[config.mk]
export PLATFORM = sky130hd
export DESIGN_NAME = fetch_unit
export DESIGN_NICKNAME = d
export VERILOG_FILES = /design/src/rtl/fetch_unit.sv
export SDC_FILE = /design/constraint.sdc
export NUM_CORES = 1
export LEC_CHECK = 0
export ABC_AREA = 1
export CAP_MARGIN = 10
export CORE_MARGIN = 2
export CORE_UTILIZATION = 39
export CTS_BUF_LIST = sky130_fd_sc_hd__clkbuf_4 sky130_fd_sc_hd__clkbuf_8 sky130_fd_sc_hd__clkbuf_16
export CTS_CLUSTER_DIAMETER = 120
export DETAILED_ROUTE_END_ITERATION = 8
export GPL_TIMING_DRIVEN = 0
export PLACE_DENSITY = 0.72
export SLEW_MARGIN = 20
export SYNTH_ARGS = -nofsm -noshare
export SYNTH_HDL_FRONTEND = slang
export SYNTH_SLANG_ARGS = --single-unit
[constraint.sdc]
create_clock -name clk -period 12 [get_ports clk]
set_input_delay 1.2 -clock clk [delete_from_list [all_inputs] [get_ports clk]]
set_output_delay 1.2 -clock clk [all_outputs]
set_load 0.03 [all_outputs]
[src/rtl/fetch_unit.sv]
// Instruction fetch unit: a three-state IDLE/FETCH/FULL controller that fetches one word
// at a time into a single instruction register and accepts redirects from execute.
module fetch_unit #(
  parameter logic [31:0] RESET_PC = 32'h0000_0000
) (
  input  logic        clk,
  input  logic        rstn,
  output logic        imem_req,
  output logic [31:0] imem_addr,
  input  logic        imem_ack,
  input  logic [31:0] imem_rdata,
  input  logic        pc_load,
  input  logic [31:0] pc_target,
  input  logic        ir_ready,
  output logic [31:0] ir,
  output logic [31:0] ir_pc,
  output logic        ir_valid,
  output logic [31:0] fetch_cnt,
  output logic        misalign
);

  typedef enum logic [1:0] {
    IDLE  = 2'd0,
    FETCH = 2'd1,
    FULL  = 2'd2
  } state_t;

  state_t      state;
  logic [31:0] pc;

  // Redirect targets are forced onto a word boundary; the low bits only feed misalign.
  function automatic logic [31:0] align_target(input logic [31:0] t);
    return {t[31:2], 2'b00};
  endfunction

  // Sequential address and delivery count both wrap silently at 2^32.
  function automatic logic [31:0] wrap_add(input logic [31:0] a, input logic [31:0] b);
    return a + b;
  endfunction

  assign imem_req  = (state == FETCH);
  assign imem_addr = pc;

  always_ff @(posedge clk or posedge rstn) begin
    if (rstn) begin
      state     <= IDLE;
      pc        <= RESET_PC;
      ir        <= 32'h0;
      ir_pc     <= 32'h0;
      ir_valid  <= 1'b0;
      fetch_cnt <= 32'h0;
      misalign  <= 1'b0;
    end else begin
      // A redirect overrides ack and consume in every state, discarding same-cycle data.
      if (pc_load) begin
        pc       <= align_target(pc_target);
        ir_valid <= 1'b0;
        state    <= FETCH;
        if (pc_target[1:0] != 2'b00) misalign <= 1'b1;
      end else begin
        case (state)
          IDLE: state <= FETCH;
          FETCH: begin
            if (imem_ack) begin
              ir        <= imem_rdata;
              ir_pc     <= pc;
              ir_valid  <= 1'b1;
              pc        <= wrap_add(pc, 32'd4);
              fetch_cnt <= wrap_add(fetch_cnt, 32'd1);
              state     <= FULL;
            end
          end
          FULL: begin
            if (ir_ready) begin
              ir_valid <= 1'b0;
              state    <= FETCH;
            end
          end
          default: state <= IDLE;
        endcase
      end
    end
  end

endmodule

==> results of run 1 <==
[area by class of cell]
type / instances / area share, %
inverter: 69 / 2.86
sequential: 128 / 34.3
buffer: 29 / 1.57
timing repair buffer: 195 / 21.1
clock buffer: 25 / 5.68
clock inverter: 5 / 0.805
multi-input combinational: 634 / 30.7
tap: 220 / 2.95
[state kept, by name, indices dropped and copies added (netlist names)]
register and cells:
ir 32, ir_pc 30, fetch_cnt 32, ir_valid 1, misalign 1, state 2
imem_addr 30
[cells in the final DEF (no fill, tap or decap), types with 3 or more instances in the layout]
cell type	instances
clkbuf_8	7
nor2_2	6
nand3_1	45
nand2_1	348
nor2_4	3
buf_4	5
a21oi_1	8
nand4_1	10
clkdlybuf4s50_1	194
dfrtp_1	128
xnor2_1	6
nand3b_1	12
nand2_2	5
conb_1	4
inv_1	66
clkbuf_16	17
buf_2	15
o21bai_1	3
nor2_1	102
clkinv_2	3
nor3_1	8
o21ai_0	38
clkbuf_1	9
o221ai_1	3
xor2_1	16
[cell families (layout without fill, tap and decap cells)]
group	count (synthesis)	count (layout)	synth area share, %
other	1	4	0.0581
AO/OA/AOI/OAI	61	61	5.39
flip-flops	128	128	49.6
adder cells (fa/ha/maj)	2	2	0.387
buffers and inverters	98	323	6.28
AND/OR/NAND/NOR	545	545	35.3
XOR/XNOR	22	22	2.98
[metrics by stage]
stage | setup WS, ns | std cells | power [mW]
floorplan | 7.39 | 860 | 0.827
global placement | 5.39 | 1274 | 1.05
detailed placement | 9.10 | 1275 | 1.06
CTS | 9.10 | 1305 | 1.59
global route | 9.06 | 1305 | 1.65
finish | 9.11 | 1305 | 1.58
[routing by layer]
layer  GRT usage [%]  vias to the layer above  wire [um]
met1            32.1                     2911       8950
met2            35.7                      252       9280
li1                -                     3120          -
met3            5.10                       24       1470
met4            8.18                        0        454
met5               0                        -          0
[power breakdown]
group / total [mW] / switching (mW) / internal [mW]
Combinational: 0.482 / 0.290 / 0.192
Sequential: 0.567 / 0.0628 / 0.504
Clock: 0.529 / 0.185 / 0.344
Total: 1.58 / 0.538 / 1.04
[worst min-delay path by stage]
stage,cells after the start,endpoint
after floorplan,3,ir_valid
after global placement,1,misalign
after detailed placement,2,ir[1]
after CTS,2,ir[1]
after global routing,2,ir[17]
final,2,ir[0]
==> metrics, run 1 <==
Largest stage delay, worst path 0.74 ns; Placed Instance Area 8720 um^2; RePlAce Congestion 0.895; Final Skew 0.00650 ns; Final Critical Period 2.89 ns; root buffer cell clkbuf_16; Clock Latency Late Sink 0.42 ns; worst vdd ir 0.104 mV; r2r setup slk 10.03 ns; antenna-violating nets left 0; Avg Synthesized Cell Area 7.53 um^2; count leader, synth nand2_1; Final Util 56.8%; CORE AREA 16400 um^2; setup TNS 0 ns; total wire length 20200 um; max-cap violations 0; Synth Warn # 0; via count 6307; status complete, no violations; Hold WS 0.476 ns; crit path capture imem_addr[21]; number of antenna diodes 0; Crit. End Element output pin; worst flop-to-flop path endpoint imem_addr[30]; Hold Vio Cnt, Final 0; DP HPWL 14800 um; fillers 1519; Area Overhead vs Synth 44.4%; Yosys reg bits 128; Resize count post-CTS 0; Worst EP required 10.80 ns; Reg area 3200 um^2; Highest Clock Rate 0.346 GHz; EDFF count, synth 0; HP Class register to register; Residual DRC 0; Starting DRT DRC Count 475; Crit path depth 1; total die area 17600 um^2; Multi-input gate area 2860 um^2; global-route wire length before repair 31800 um; # hold bufs at CTS 0; post-synthesis cell type count 34; register area share after synthesis 49.6%; Routed wire per std cell 15.4 um; Crit Path Class register to output pin; Num CTS Buffers 17; ranking of synthesized cells by area dfrtp_1, nand2_1, nor2_1, inv_1, nand3_1; LEAKAGE 4.33 nW; slew margin rel. 58.7%; Clock Sinks 128; vias in the first global route 5884; delay-heaviest family, CP buffers and inverters; CTS tree yes; Initial Util 39.4%; Max H-tree Level 4; largest net degree at the start of global routing 77; Synth area leader dfrtp_1; Slew @ Worst Pin 0.619 ns; post-synthesis cell area 6460 um^2; worst-path fanout max 7; clock buffer depth 2; ys async rst share 100%; fin area 9330 um^2; worst-path cell chain clkdlybuf4s50_1; power per cell area 169 nW/um^2; CP startpoint imem_addr[21]; top post-synthesis cells by count nand2_1, dfrtp_1, nor2_1; crit start category register; nets 1145; Worst EP arrival 1.69 ns; hold_sp ir[0]; share of cells above drive strength 1 6.64%; worst r2r path cells 10; Reg-to-Reg Start imem_addr[3]; CP max stage cell clkdlybuf4s50_1; Remaining Overflow, GRT 0; DR pass1 iterations 5; Main synth FF type dfrtp_1; pins over their slew limit 0; RSZ-0062 raised after global routing no; port bufs 194; Mapped Cells 857; post-route clock period utilization 24.1%; Yosys top cell area share 49.6%; register clock-pin slew on the reported worst setup and hold paths 0.06 ns; Die Height 133 um; die width 133 um; I/O Pins 200; # rows 47; total track usage 23.1%; vias per cell 4.83; crit path buf inv count 1; Post-CTS Setup Inserts 0; final setup fails 0; initial antenna violation count 0
(Power assumes the default switching activity.)
==> run 2, diff against run 1 <==
Clock period 12 ns to 2.85 ns, I/O delays scaled along.
==> run 2 against run 1 <==
Register-to-register slack got worse by 9.1 ns. Global-route usage about the same. Sequential power increased to 4.2 times the previous value. First-iteration DRC count increased by 4.2%. Setup slack got worse by 8.2 ns. Total power increased to 4.1 times the previous value. Non-clock buffer count increased by 3. Die area unchanged. Final cell count increased by 0.31%. Critical endpoint is now imem_addr[13].
==> metrics, run 2 (synthesized netlist as in run 1, its figures left out) <==
total length of routed met3 wires 1360 um (-7.7%); Starting DRT DRC Count 495 (+4.2%); Crit Path Class register to output pin; Worst EP arrival 1.70 ns (about the same); Die Height 133 um (unchanged); status complete, no violations; Crit. End Element output pin; Clock Sinks 128 (unchanged); Placed Instances 1278 (+0.24%); Num CTS Buffers 17 (unchanged); initial antenna violation count 0 (unchanged); met2 WL post-DR 9350 um (+0.82%); CTS tree yes; Max H-tree Level 4 (unchanged); Highest Clock Rate 0.504 GHz; root buffer cell clkbuf_16; Area Overhead vs Synth 44.4% (about the same); Largest stage delay, worst path 0.77 ns (+0.03 ns); power per cell area 695 nW/um^2 (+310%); vias in the first global route 6033 (+2.5%); Final Skew 0.0137 ns (+0.00720 ns); LEAKAGE 4.31 nW (-0.41%); total die area 17600 um^2 (unchanged); largest net degree at the start of global routing 33 (-57%); Hold WS 0.290 ns (-0.186 ns); worst vdd ir 0.442 mV (+320%); vias per cell 4.81 (-0.38%); I/O Pins 200 (unchanged); most frequent cells in the layout nand2_1, clkdlybuf4s50_1, dfrtp_1; register clock-pin slew on the reported worst setup and hold paths 0.06 ns (about the same); Hold Vio Cnt, Final 0 (unchanged); Residual DRC 0 (unchanged); Multi-input gate area 2860 um^2 (unchanged); Slew @ Worst Pin 0.650 ns (+0.0305 ns); crit path buf inv count 1 (unchanged); Remaining Overflow, GRT 0 (unchanged); Clock Latency Late Sink 0.42 ns (about the same); final setup fails 0 (unchanged); Worst EP required 2.57 ns (-8.23 ns); RSZ-0062 raised after global routing no; Post-Route M1 WL 9050 um (+1.2%); crit start category register; worst-path fanout max 7 (unchanged); DR pass1 iterations 6 (+1); HP Class input port to register; Max Used Layer met4; # hold bufs at CTS 0 (unchanged); Resize count post-CTS 0 (unchanged); Final Critical Period 1.99 ns; nets 1148 (+0.26%); Routed wire per std cell 15.4 um (-0.46%); DP HPWL 15000 um (+1.6%); delay-heaviest family, CP buffers and inverters; RePlAce Congestion 0.941 (+5.2%); Initial Util 39.4% (unchanged); port bufs 194 (unchanged); number of antenna diodes 0 (unchanged); CORE AREA 16400 um^2 (unchanged); # rows 47 (unchanged); global-route wire length before repair 31900 um (+0.28%); fin area 9330 um^2 (about the same); total track usage 23.1% (-0.039 points); clock buffer depth 2 (unchanged); commonest non-fill, non-tap cell in the layout nand2_1; max-cap violations 0 (unchanged); via count 6302 (-0.079%); share of cells above drive strength 1 6.98% (+0.34 points); antenna-violating nets left 0 (unchanged); Reg area 3200 um^2 (unchanged); Regs by FF count fetch_cnt (32), ir (32); Final Non-Filler Cells 1309 (+0.31%); Placed Instance Area 8770 um^2 (+0.56%); fillers 1507 (-0.79%); slew margin rel. 56.7% (-2.0 points); CP max stage cell clkdlybuf4s50_1; post-route clock period utilization 69.7%; Post-CTS Setup Inserts 0 (unchanged); worst-path cell chain clkdlybuf4s50_1; total wire length 20100 um (-0.15%); die width 133 um (unchanged); pins over their slew limit 0 (unchanged)
-- run 2: cell types whose count changed in the layout (fill, tap and decap cells not counted) --
cell / previous run / this run
clkbuf_8: 7 / 2
clkinvlp_4: 0 / 5
buf_12: 0 / 4
buf_16: 1 / 0
bufinv_16: 2 / 1
clkbuf_4: 1 / 2
clkinv_2: 3 / 4
clkinv_4: 0 / 1
inv_8: 1 / 0
-- run 2: worst paths after layout --
check,slack (ns),end,from,cells past startpoint
setup / recovery,0.86,imem_addr[13],imem_addr[13],1
hold / removal,0.29,imem_addr[15],pc_load,4
setup reg to reg,0.88,imem_addr[30],imem_addr[3],10
hold reg to reg,0.48,ir[19],ir[19],2
max in group asynchronous,1.78,fetch_cnt[7],rstn,4
min in group asynchronous,0.30,ir[25],rstn,2
-- run 2: tightest hold or removal path, stage by stage --
cell and delay, ns:
buf_4 0.16, nand2_1 0.06, o21ai_0 0.06, o21bai_1 0.10
-- run 2: final cells by class --
type,count,area share [%]
clock buffer,21,5.02
multi-input combinational,634,30.7
tap,220,2.95
clock inverter,10,0.953
timing repair buffer,198,21.7
buffer,29,1.57
inverter,69,2.82
sequential,128,34.3
-- run 2: power breakdown --
group	internal (mW)	leakage (nW)	switching [mW]	total [mW]
clock network	1.25	0.268	0.807	2.06
registers	2.12	1.60	0.270	2.39
logic	0.815	2.44	1.22	2.03
total	4.19	4.31	2.29	6.49
-- run 2: per-stage QoR --
step	total power, mW	setup slack [ns]	util (%)	setup TNS [ns]
6_report	6.49	0.864	56.8	0
5_1_grt	6.77	0.771	56.8	0
4_1_cts	6.53	0.862	56.8	0
3_5_place_dp	4.45	0.780	53.5	0
3_3_place_gp	4.41	-0.292	53.0	-35.67
2_1_floorplan	3.48	0.984	-	0
-- run 2: per-layer routing --
layer | global-route usage [%] | up-vias
met4 | 7.47 | 0
li1 | - | 3126
met3 | 5.67 | 25
met2 | 36.1 | 232
met5 | 0 | -
met1 | 31.6 | 2919
==> run 3, diff against run 2 <==
Settings changed: PLACE_DENSITY 0.72 to 0.74.
Clock period 2.85 ns to 1.8 ns, I/O delays scaled along.
==> run 3 against run 2 <==
Routed wire length fell by 0.72%. Non-clock buffer count stayed put. Setup slack got worse by 0.84 ns. Final cell count hardly changed. Via count rose by 1.7%. Hold slack got worse by 0.17 ns. Critical path type unchanged.
==> metrics, run 3 (synthesized netlist as in run 1, its figures left out) <==
Slew @ Worst Pin 0.634 ns (-0.0155 ns); Final Critical Period 1.77 ns; Reg-to-Reg Start imem_addr[3]; register clock-pin slew on the reported worst setup and hold paths 0.06 ns (about the same); I/O Pins 200 (unchanged); share of cells above drive strength 1 8.17% (+1.2 points); number of antenna diodes 0 (unchanged); Final Skew 0.00851 ns (-0.00519 ns); Highest Clock Rate 0.563 GHz; port bufs 194 (unchanged); Die Height 133 um (unchanged); Clock Latency Late Sink 0.41 ns (about the same); Sw Share 34.1% (-1.2 points); DP HPWL 14900 um (-0.89%); slew margin rel. 57.7% (+1.0 points); pins over their slew limit 0 (unchanged); RSZ-0062 raised after global routing yes; Clock Sinks 128 (unchanged); Worst EP required 1.62 ns (-0.95 ns); commonest non-fill, non-tap cell in the layout nand2_1; RePlAce Congestion 0.914 (-2.9%); vias per cell 4.89 (+1.7%); worst vdd ir 0.724 mV (+64%); total track usage 22.9% (-0.13 points); root buffer cell clkbuf_16; CP max stage cell clkdlybuf4s50_1; worst r2r path cells 10 (unchanged); Residual DRC 0 (unchanged); Final Util 57.7% (+0.81 points); CORE AREA 16400 um^2 (unchanged); Seq pwr share 35.5% (-1.4 points); total wire length 20000 um (-0.72%); Int Pwr 7.02 mW (+67%); Multi-input gate area 2890 um^2 (+0.88%); CTS tree yes; LEAKAGE 4.50 nW (+4.5%); worst-path cell chain clkdlybuf4s50_1; # rows 47 (unchanged); clock buffer depth 2 (unchanged); max-cap violations 0 (unchanged); fillers 1463 (-2.9%); Area Overhead vs Synth 46.5%; initial antenna violation count 0 (unchanged); crit path buf inv count 1 (unchanged); Hold Vio Cnt, Final 0 (unchanged); Hold WS 0.124 ns (-0.166 ns); status complete, no violations; Worst EP arrival 1.59 ns (-0.11 ns); r2r setup slk 0.11 ns (-0.77 ns); largest net degree at the start of global routing 33 (unchanged); Largest stage delay, worst path 0.72 ns (-0.05 ns); Reg area 3200 um^2 (about the same); Crit. End Element output pin; Comb pwr share 30.3% (-1.0 points); worst-path fanout max 5 (-2); Starting DRT DRC Count 494 (-0.20%); die width 133 um (unchanged); post-route clock period utilization 98.6%; setup TNS 0 ns (unchanged); Regs by FF count fetch_cnt (32), ir (32); Num CTS Buffers 17 (unchanged); antenna-violating nets left 0 (unchanged); via count 6412 (+1.7%); crit start category register; power per cell area 1130 nW/um^2 (+62%); Max H-tree Level 4 (unchanged); DR pass1 iterations 5 (-1); nets 1148 (unchanged); Remaining Overflow, GRT 0 (unchanged); global-route wire length before repair 31800 um (-0.22%); Clock power frac 34.2% (+2.4 points); # hold bufs at CTS 0 (unchanged); Routed wire per std cell 15.2 um (-0.79%); most frequent cells in the layout nand2_1, clkdlybuf4s50_1, dfrtp_1; total die area 17600 um^2 (unchanged); final setup fails 0 (unchanged); vias in the first global route 6174 (+2.3%); Initial Util 39.4% (unchanged); HP Class input port to asynchronous set/reset pin; worst flop-to-flop path endpoint imem_addr[26]; switching power 3.64 mW (+59%); Crit Path Class register to output pin; delay-heaviest family, CP buffers and inverters
-- run 3: changes by cell type in the layout (fill, tap and decap cells not counted), sizes merged --
cell / change
clkinvlp: -2
dlymetal6s2s: +10
buf: -2
dlygate4sd2: +7
clkdlybuf4s50: -17
bufinv: +2
clkinv: -1
clkbuf: +4
-- run 3: repair_timing --
action / 4_1_cts / 5_1_grt
endpoints found under the setup margin: 9 / 35
resized for setup: 10 / 26
buffers inserted: 0 / 0
pin swaps: 0 / 0
-- run 3: worst reg2reg max path: cells and delay by family (launching register included) --
kind	cells	cell delay (ns)
fa+ha+maj	1	0.20
buf+inv	1	0.11
flops	1	0.41
simple gates	8	0.86
-- run 3: how the worst max path moves through the flow --
stage / from / endpoint / slack [ns] / cells after the start
3_3_place_gp: rstn / imem_addr[26] / -1.20 / 2
4_1_cts: imem_addr[3] / imem_addr[26] / 0.002 / 10
6_report: imem_addr[17] / imem_addr[17] / 0.03 / 1
2_1_floorplan: rstn / fetch_cnt[0] / 0.04 / 1
5_1_grt: imem_addr[3] / imem_addr[26] / -0.007 / 10
3_5_place_dp: imem_ack / ir[11] / -0.11 / 8
-- run 3: per-stage QoR --
| stage | total power [mW] | area (um^2) | instances | setup WS, ns |
|---|---|---|---|---|
| floorplan | 5.52 | 6470 | 860 | 0.0388 |
| global placement | 6.99 | 8690 | 1274 | -1.20 |
| detailed placement | 7.06 | 8780 | 1278 | -0.111 |
| CTS | 10.7 | 9410 | 1310 | 0.00193 |
| global route | 11.1 | 9460 | 1310 | -0.00729 |
| finish | 10.7 | 9460 | 1310 | 0.0252 |
-- run 3: routing by layer --
| metal | part of all wire [%] | GRT usage (%) |
|---|---|---|
| met2 | 47 | 36.5 |
| met4 | 2.3 | 8.42 |
| met5 | 0 | 0 |
| met3 | 7.4 | 5.33 |
| met1 | 43 | 30.7 |
-- run 3: power groups by stage --
| stage | registers, mW | clock network (mW) | logic [mW] |
|---|---|---|---|
| final | 3.79 | 3.65 | 3.22 |
| after global routing | 3.85 | 3.84 | 3.44 |
| after CTS | 3.78 | 3.68 | 3.24 |
| after detailed placement | 3.82 | 0 | 3.24 |
| after global placement | 3.81 | 0 | 3.18 |
| after floorplan | 4.71 | 0 | 0.807 |
-- run 3: layout make-up --
| type | instances | share of cell area (%) |
|---|---|---|
| Sequential cell | 128 | 33.9 |
| Clock buffer | 23 | 5.30 |
| Multi-Input combinational cell | 634 | 30.5 |
| Tap cell | 220 | 2.91 |
| Buffer | 29 | 1.64 |
| Clock inverter | 9 | 1.36 |
| Timing Repair Buffer | 198 | 21.6 |
| Inverter | 69 | 2.78 |
